<file path="src/rtl/baud_arbiter_pkg.sv">
// rtl/baud_arbiter_pkg.sv - shared encodings for the baud divider arbiter
package baud_arbiter_pkg;

  typedef enum logic [1:0] {
    IDLE     = 2'd0,
    TX_RUN   = 2'd1,
    RX_ALIGN = 2'd2,
    RX_RUN   = 2'd3
  } state_t;

  localparam logic OWN_TX = 1'b0;
  localparam logic OWN_RX = 1'b1;

  localparam logic [27:0] MIN_DIV = 28'd2;

endpackage

</file>
<file path="src/rtl/baud_arbiter_tc_counter.sv">
// rtl/baud_arbiter_tc_counter.sv - wrapping counter with clear/enable and terminal-count flag
module tc_counter #(
  parameter int WIDTH = 28
) (
  input  logic             clk_in,
  input  logic             rst_n,
  input  logic             clr,
  input  logic             en,
  input  logic [WIDTH-1:0] tc_val,
  output logic             tc
);

  logic [WIDTH-1:0] cnt_q;

  // tc is high for the single cycle the count sits at its terminal value
  assign tc = en && (cnt_q == tc_val);

  always_ff @(posedge clk_in) begin
    if (!rst_n) begin
      cnt_q <= '0;
    end else if (clr) begin
      cnt_q <= '0;
    end else if (en) begin
      cnt_q <= tc ? '0 : cnt_q + WIDTH'(1);
    end
  end

endmodule

</file>
<file path="src/rtl/baud_arbiter.sv">
// rtl/baud_arbiter.sv - time-shares one baud divider between TX and RX with round-robin grant
module baud_arbiter
  import baud_arbiter_pkg::*;
#(
  parameter int             WIDTH       = 28,
  parameter logic [WIDTH-1:0] DEFAULT_DIV = WIDTH'(5208),
  parameter logic [WIDTH-1:0] MIN_DIV     = WIDTH'(baud_arbiter_pkg::MIN_DIV)
) (
  input  logic             clk_in,
  input  logic             rst_n,
  input  logic             cfg_we,
  input  logic [WIDTH-1:0] cfg_div,
  output logic             cfg_err,
  output logic [WIDTH-1:0] div_q,
  input  logic             tx_req,
  output logic             tx_grant,
  output logic             tick_tx,
  input  logic             rx_req,
  output logic             rx_grant,
  output logic             tick_rx,
  output logic             busy
);

  state_t           state_q, state_d;
  logic             last_owner_q, last_owner_d;
  logic             release_now;
  logic             tick_d;
  logic             cnt_clr, cnt_en, cnt_tc;
  logic [WIDTH-1:0] tc_val;
  logic [WIDTH-1:0] div_clamped;

  assign div_clamped = (cfg_div < MIN_DIV) ? MIN_DIV : cfg_div;
  // the alignment phase counts half a bit so RX samples land mid-bit
  assign tc_val  = (state_q == RX_ALIGN) ? (div_q >> 1) - WIDTH'(1) : div_q - WIDTH'(1);
  assign cnt_clr = (state_q == IDLE) || release_now;
  assign cnt_en  = !cnt_clr;
  assign busy    = (state_q != IDLE);

  tc_counter #(.WIDTH(WIDTH)) u_cnt (
    .clk_in (clk_in),
    .rst_n  (rst_n),
    .clr    (cnt_clr),
    .en     (cnt_en),
    .tc_val (tc_val),
    .tc     (cnt_tc)
  );

  always_comb begin
    state_d      = state_q;
    last_owner_d = last_owner_q;
    release_now  = 1'b0;
    tick_d       = 1'b0;
    case (state_q)
      IDLE: begin
        if (tx_req && rx_req) begin
          state_d = (last_owner_q == OWN_TX) ? RX_ALIGN : TX_RUN;
        end else if (tx_req) begin
          state_d = TX_RUN;
        end else if (rx_req) begin
          state_d = RX_ALIGN;
        end
      end
      TX_RUN: begin
        if (!tx_req) begin
          release_now  = 1'b1;
          state_d      = IDLE;
          last_owner_d = OWN_TX;
        end else begin
          tick_d = cnt_tc;
        end
      end
      RX_ALIGN, RX_RUN: begin
        // release beats a coinciding terminal count
        if (!rx_req) begin
          release_now  = 1'b1;
          state_d      = IDLE;
          last_owner_d = OWN_RX;
        end else begin
          tick_d = cnt_tc;
          if (cnt_tc) state_d = RX_RUN;
        end
      end
      default: state_d = IDLE;
    endcase
  end

  always_ff @(posedge clk_in) begin
    if (!rst_n) begin
      state_q      <= IDLE;
      last_owner_q <= OWN_TX;
      div_q        <= DEFAULT_DIV;
      tx_grant     <= 1'b0;
      rx_grant     <= 1'b0;
      tick_tx      <= 1'b0;
      tick_rx      <= 1'b0;
      cfg_err      <= 1'b0;
    end else begin
      state_q      <= state_d;
      last_owner_q <= last_owner_d;
      tx_grant     <= (state_d == TX_RUN);
      rx_grant     <= (state_d == RX_ALIGN) || (state_d == RX_RUN);
      tick_tx      <= tick_d && (state_q == TX_RUN);
      tick_rx      <= tick_d && (state_q != TX_RUN);
      cfg_err      <= cfg_we && (state_q != IDLE);
      if (cfg_we && (state_q == IDLE)) div_q <= div_clamped;
    end
  end

endmodule

</file>
<file path="config.mk">
export PLATFORM = sky130hd
export DESIGN_NAME = baud_arbiter
export DESIGN_NICKNAME = d
export VERILOG_FILES = /design/src/rtl/baud_arbiter_pkg.sv /design/src/rtl/baud_arbiter_tc_counter.sv /design/src/rtl/baud_arbiter.sv
export SDC_FILE = /design/constraint.sdc
export NUM_CORES = 1
export LEC_CHECK = 0
export BUFFER_PORTS_ARGS = -buffer_cell sky130_fd_sc_hd__buf_2
export CORE_MARGIN = 1.5
export CORE_UTILIZATION = 60
export DETAILED_ROUTE_END_ITERATION = 10
export GPL_ROUTABILITY_DRIVEN = 0
export HOLD_SLACK_MARGIN = 0.08
export PLACE_DENSITY = 0.84
export SLEW_MARGIN = 10
export SYNTH_ARGS = -nofsm -noshare
export SYNTH_HDL_FRONTEND = slang
export SYNTH_SLANG_ARGS = --single-unit
</file>
<file path="constraint.sdc">
create_clock -name clk_in -period 10.2 [get_ports clk_in]
set_clock_uncertainty 0.2 [all_clocks]
set_input_delay 0.51 -clock clk_in [delete_from_list [all_inputs] [get_ports clk_in]]
set_output_delay 0.51 -clock clk_in [all_outputs]
set_load 0.01 [all_outputs]
</file>
Word level (Yosys, flattened, before mapping)
Index checks and enable logic that the tools add are counted.
Word-level totals
  flip-flop bits (word level): 64
  bits of input ports: 33
  output and inout port bits: 34
  logic and storage cells: 58
Cells by class
  $add $sub $neg: 3
  $lt $le $gt $ge: 1
  eq/ne operators: 10
  muxes and demuxes: 19
  bitwise gates (word level): 1
  reductions and logical operators: 15
Operator list (count)
  $mux 28: 2
  $add 28x1->28 const B: 1
  $eq 28x28->1: 1
  $lt 28x2->1 const B: 1
  $sub 27x1->28 const B: 1
  $sub 28x1->28 const B: 1
  $mux 2: 7
  $eq 2x2->1 const B: 4
  $logic_and 1x1->1: 6
  $mux 1: 6
  $pmux 1 s2: 3
  $pmux 2 s3: 1
  $eq 2x1->1 const B: 2
  $ne 2x2->1 const B: 2
  $reduce_bool 2->1: 2
  $reduce_and 3->1: 1
  $reduce_or 3->1: 1
  $logic_not 2->1: 1
  $logic_or 1x1->1: 2
  $ne 2x1->1 const B: 1
  $reduce_or 2->1: 1
  $logic_not 1->1: 1
  $not 1->1: 1

Longest topological paths before layout
  depth in word-level cells: 11
  mapped depth: 16
  mapped depth without buffers: 11

Hierarchy
From an unflattened synthesis, not the netlist that was laid out.
Second synthesis, totals
  cells, all modules: 567
  area total of the unflattened synthesis: 4296.6 µm²
By module, submodules not included
  baud_arbiter: times used 1, cells an instance 380, area each 2616.3 µm², sequential area each 720.7 µm²
  tc_counter: times used 1, cells an instance 187, area each 1680.4 µm², sequential area each 560.5 µm²

Worst setup path before layout
Ideal clock, no wire load.
  path type: register to register
  start: register state_q[1]
  end: register state_q[0]
  setup time: 116 ps
  arrival time: 3839 ps
  data required time: 9884 ps
  path slack: 6045 ps
  cell stages (with the launch flop): 17
  path buffers: 5
  clock period less this slack: 4155 ps
  cell sequence: dfxtp_1 nor2b_1 clkbuf_1 clkbuf_1 clkbuf_1 mux2i_1 ha_1 nand2b_1 a2111oi_0 a21oi_1 a211oi_1 xnor2_1 nor4_1 and4_1 buf_4 buf_6 o211a_1
Between the ends
  cells in the longest elaborated chain, start to end: 9
RTL lines
  start, declared: RTL line baud_arbiter.sv:24  | state_t state_q, state_d;
  start signal, assigned: RTL line baud_arbiter.sv:98  | state_q <= state_d;
  parallel branches: the longest is 8 deep, another holds $mux 28
  $pmux 2 s3 *: RTL line baud_arbiter.sv:53  | case (state_q)
Mark *: on every way between the ends.
A chain may end at the register's enable or synchronous reset.

Worst setup path in the final report
  start: register state_q[1]
  end: register u_cnt.cnt_q[7]
Between the ends
  cells in the longest elaborated chain, start to end: 7
RTL lines
  parallel branches: the longest is 6 deep, another holds $mux 28
  $reduce_or 3->1 (no line) *
  end signal, assigned: RTL line baud_arbiter_tc_counter.sv:24  | cnt_q <= tc ? '0 : cnt_q + WIDTH'(1);
  end, declared: RTL line baud_arbiter_tc_counter.sv:13  | logic [WIDTH-1:0] cnt_q;
Marked as above.

==> results.ini <==
[detailed_routing]
routed_wl_mm = 10.9
drtIter0Drc = 303
wl_per_cell_um = 16.0
ant_nets = 0
via_count = 4172
first_pass_iters = 6
vias_per_cell = 6.12
drc = 0

[synthesis]
syn-num-nets = 581
ys_ff_latch = 64
synth_top_area_share_pct = 30.4
netlist_top_cells_area = dfxtp_1, nand2_1, xnor2_1
netlist_instances = 546
synthArstFlopShare_pct = 0
avgSynthCellArea_um2 = 7.73
ys_types = 56
ys_warn_count = 0
synth_most_common_cell = nand2_1
synth_top_flop_cell = dfxtp_1
synth-edff-count = 0
yosysTopAreaCell = dfxtp_1
synth_seq_area_share_pct = 30.4
synth_commonest_cells = nand2_1, dfxtp_1, a21oi_1
netlist_area_um2 = 4220

[worst_setup_path]
critPathRequiredTime_ps = 10180
cp_max_fo = 45
reg2reg_slack_ps = 5110
cp-start-kind = flop
r2r-start = state_q[1]$_SDFF_PN0_
endpoint = u_cnt.cnt_q[7]$_SDFF_PP0_
arrival_ps = 5070
cp-end-kind = flop
path_class = flop to flop
timing.rr.end = u_cnt.cnt_q[7]$_SDFF_PP0_
crit_start = state_q[1]$_SDFF_PN0_
r2r_cells = 12

[pwr]
finalPower_mw = 0.593
leakage_nw = 1.79
ir_worst_vdd_uv = 96.9
p_per_area_nw_per_um2 = 127

[global_routing]
grt_overflow_total = 0
grt_pass1_vias = 3852
antenna_found_initial = 0
grt_max_degree = 46
grt_pass1_wl_mm = 18.3
grtUsageTotal_pct = 30.4

[cts]
cts_setup_buffers = 0
clock_path_buffers = 2
cts_max_level = 3
cts_resized = 0
clkSinkCount = 64
cts_tree = yes
clk_latency_ps = 350
cts_hold_buffers = 0
clkTransAtPathRegs_ps = 70
cts-root-buf = clkbuf_8
numCtsBuffers = 9

[placement]
place_ws_ps = 5200
dp_hpwl_mm = 7.73
placed_area_um2 = 4510
port_buffers = 66

[die]
dieArea_um2 = 7540
pin_count = 67
die_w_um = 86.9
num_rows = 30
core_um2 = 6790
start_util_pct = 62.1
dieHeight_um = 86.9

[layout]
fin_nets = 619
drive_gt1_share_pct = 15.7
multi_input_area_um2 = 2740
areaGrowthSynthToFinish_pct = 10.7
antenna_cells = 0
utilization_pct = 68.8
ff_latch_area_um2 = 1280
fin_area_um2 = 4670
fillers = 579

[hold_path]
min_path_type = input pin to flop
hold_path_startpoint = cfg_div[12]

[sta]
tightest_slew_ps = 1080
period_minus_slack_ps = 5090
max_freq_ghz = 0.196
setup_viol = 0
setup_slack_ps = 5110
fin_setup_tns_ps = 0
rsz0062_at_grt = no
timing.final.crit_share_pct = 49.9
hold_viol_final = 0
final_max_slew_viol_count = 0
relSlewSlack_pct = 28.0

[status]
status = completed

[run]
drv_cap = 0

==> report_power, final <==
part | internal [mW] | switching (mW) | leakage, nW | total (mW)
clock | 0.0971 | 0.0948 | 0.0842 | 0.192
sequential | 0.259 | 0.0228 | 0.521 | 0.282
combinational | 0.0520 | 0.0667 | 1.18 | 0.119
==> cell families after synthesis <==
logic type,synth area share (%)
and+or+nand+nor,30.9
AOI/OAI and AO/OA,15.7
DFF,30.4
xor gates and xnor gates,12.9
buffers and inverters,4.80
muxes,4.74
adders and majority gates,0.593
==> flip-flops by register name, indices dropped and copies added (netlist names) <==
signal,count
cfg_err,1
div_q,28
last_owner_q,1
rx_grant,1
state_q,2
tick_rx,1
tick_tx,1
tx_grant,1
u_cnt.cnt_q,28
==> per-stage QoR <==
stage          cells  hold slack, ps
2_1_floorplan    546             264
3_3_place_gp     669             283
3_5_place_dp     669             298
4_1_cts          682             187
5_1_grt          682             189
6_report         682             194
==> worst min-delay path by stage <==
stage	to	slack, ps	cells past startpoint
CTS	div_q[12]$_SDFFE_PN1P_	190	3
finish	div_q[12]$_SDFFE_PN1P_	190	3
detailed placement	last_owner_q$_SDFFE_PN0P_	300	2
global placement	last_owner_q$_SDFFE_PN0P_	280	2
global route	div_q[10]$_SDFFE_PN1P_	190	3
floorplan	u_cnt.cnt_q[0]$_SDFF_PP0_	260	1
==> area by class of cell <==
| type | count | share of cell area [%] |
|---|---|---|
| Clock buffer | 12 | 3.32 |
| Clock inverter | 1 | 0.107 |
| Inverter | 6 | 0.482 |
| Multi-Input combinational cell | 435 | 58.7 |
| Sequential cell | 64 | 27.4 |
| Tap cell | 96 | 2.57 |
| Timing Repair Buffer | 68 | 7.39 |
==> worst max-delay path: stages, from the launching register on <==
cell and delay (ps):
dfxtp_1 640, nor2b_4 240, buf_4 470, mux2i_1 360
ha_1 240, nand2b_1 190, a2111oi_0 680, a21oi_1 150
a211oi_1 290, xnor2_1 110, nor4_1 230, and4_1 950
nor3_1 160
==> placed cells by master (no fill, tap or decap), types with 20 or more instances in the layout <==
master / n
nand3_1: 26
nand2_1: 81
buf_2: 66
nor3_1: 36
dfxtp_1: 64
a21oi_1: 41
xnor2_1: 33
xor2_1: 29
mux2i_1: 20
nor2_1: 24
==> metal layers <==
layer,routed length [um],track usage (%)
met5,0,0
met4,156,9.97
met3,605,5.69
met2,5380,51.4
met1,4800,39.1
Power figures use the tool's default switching activity.
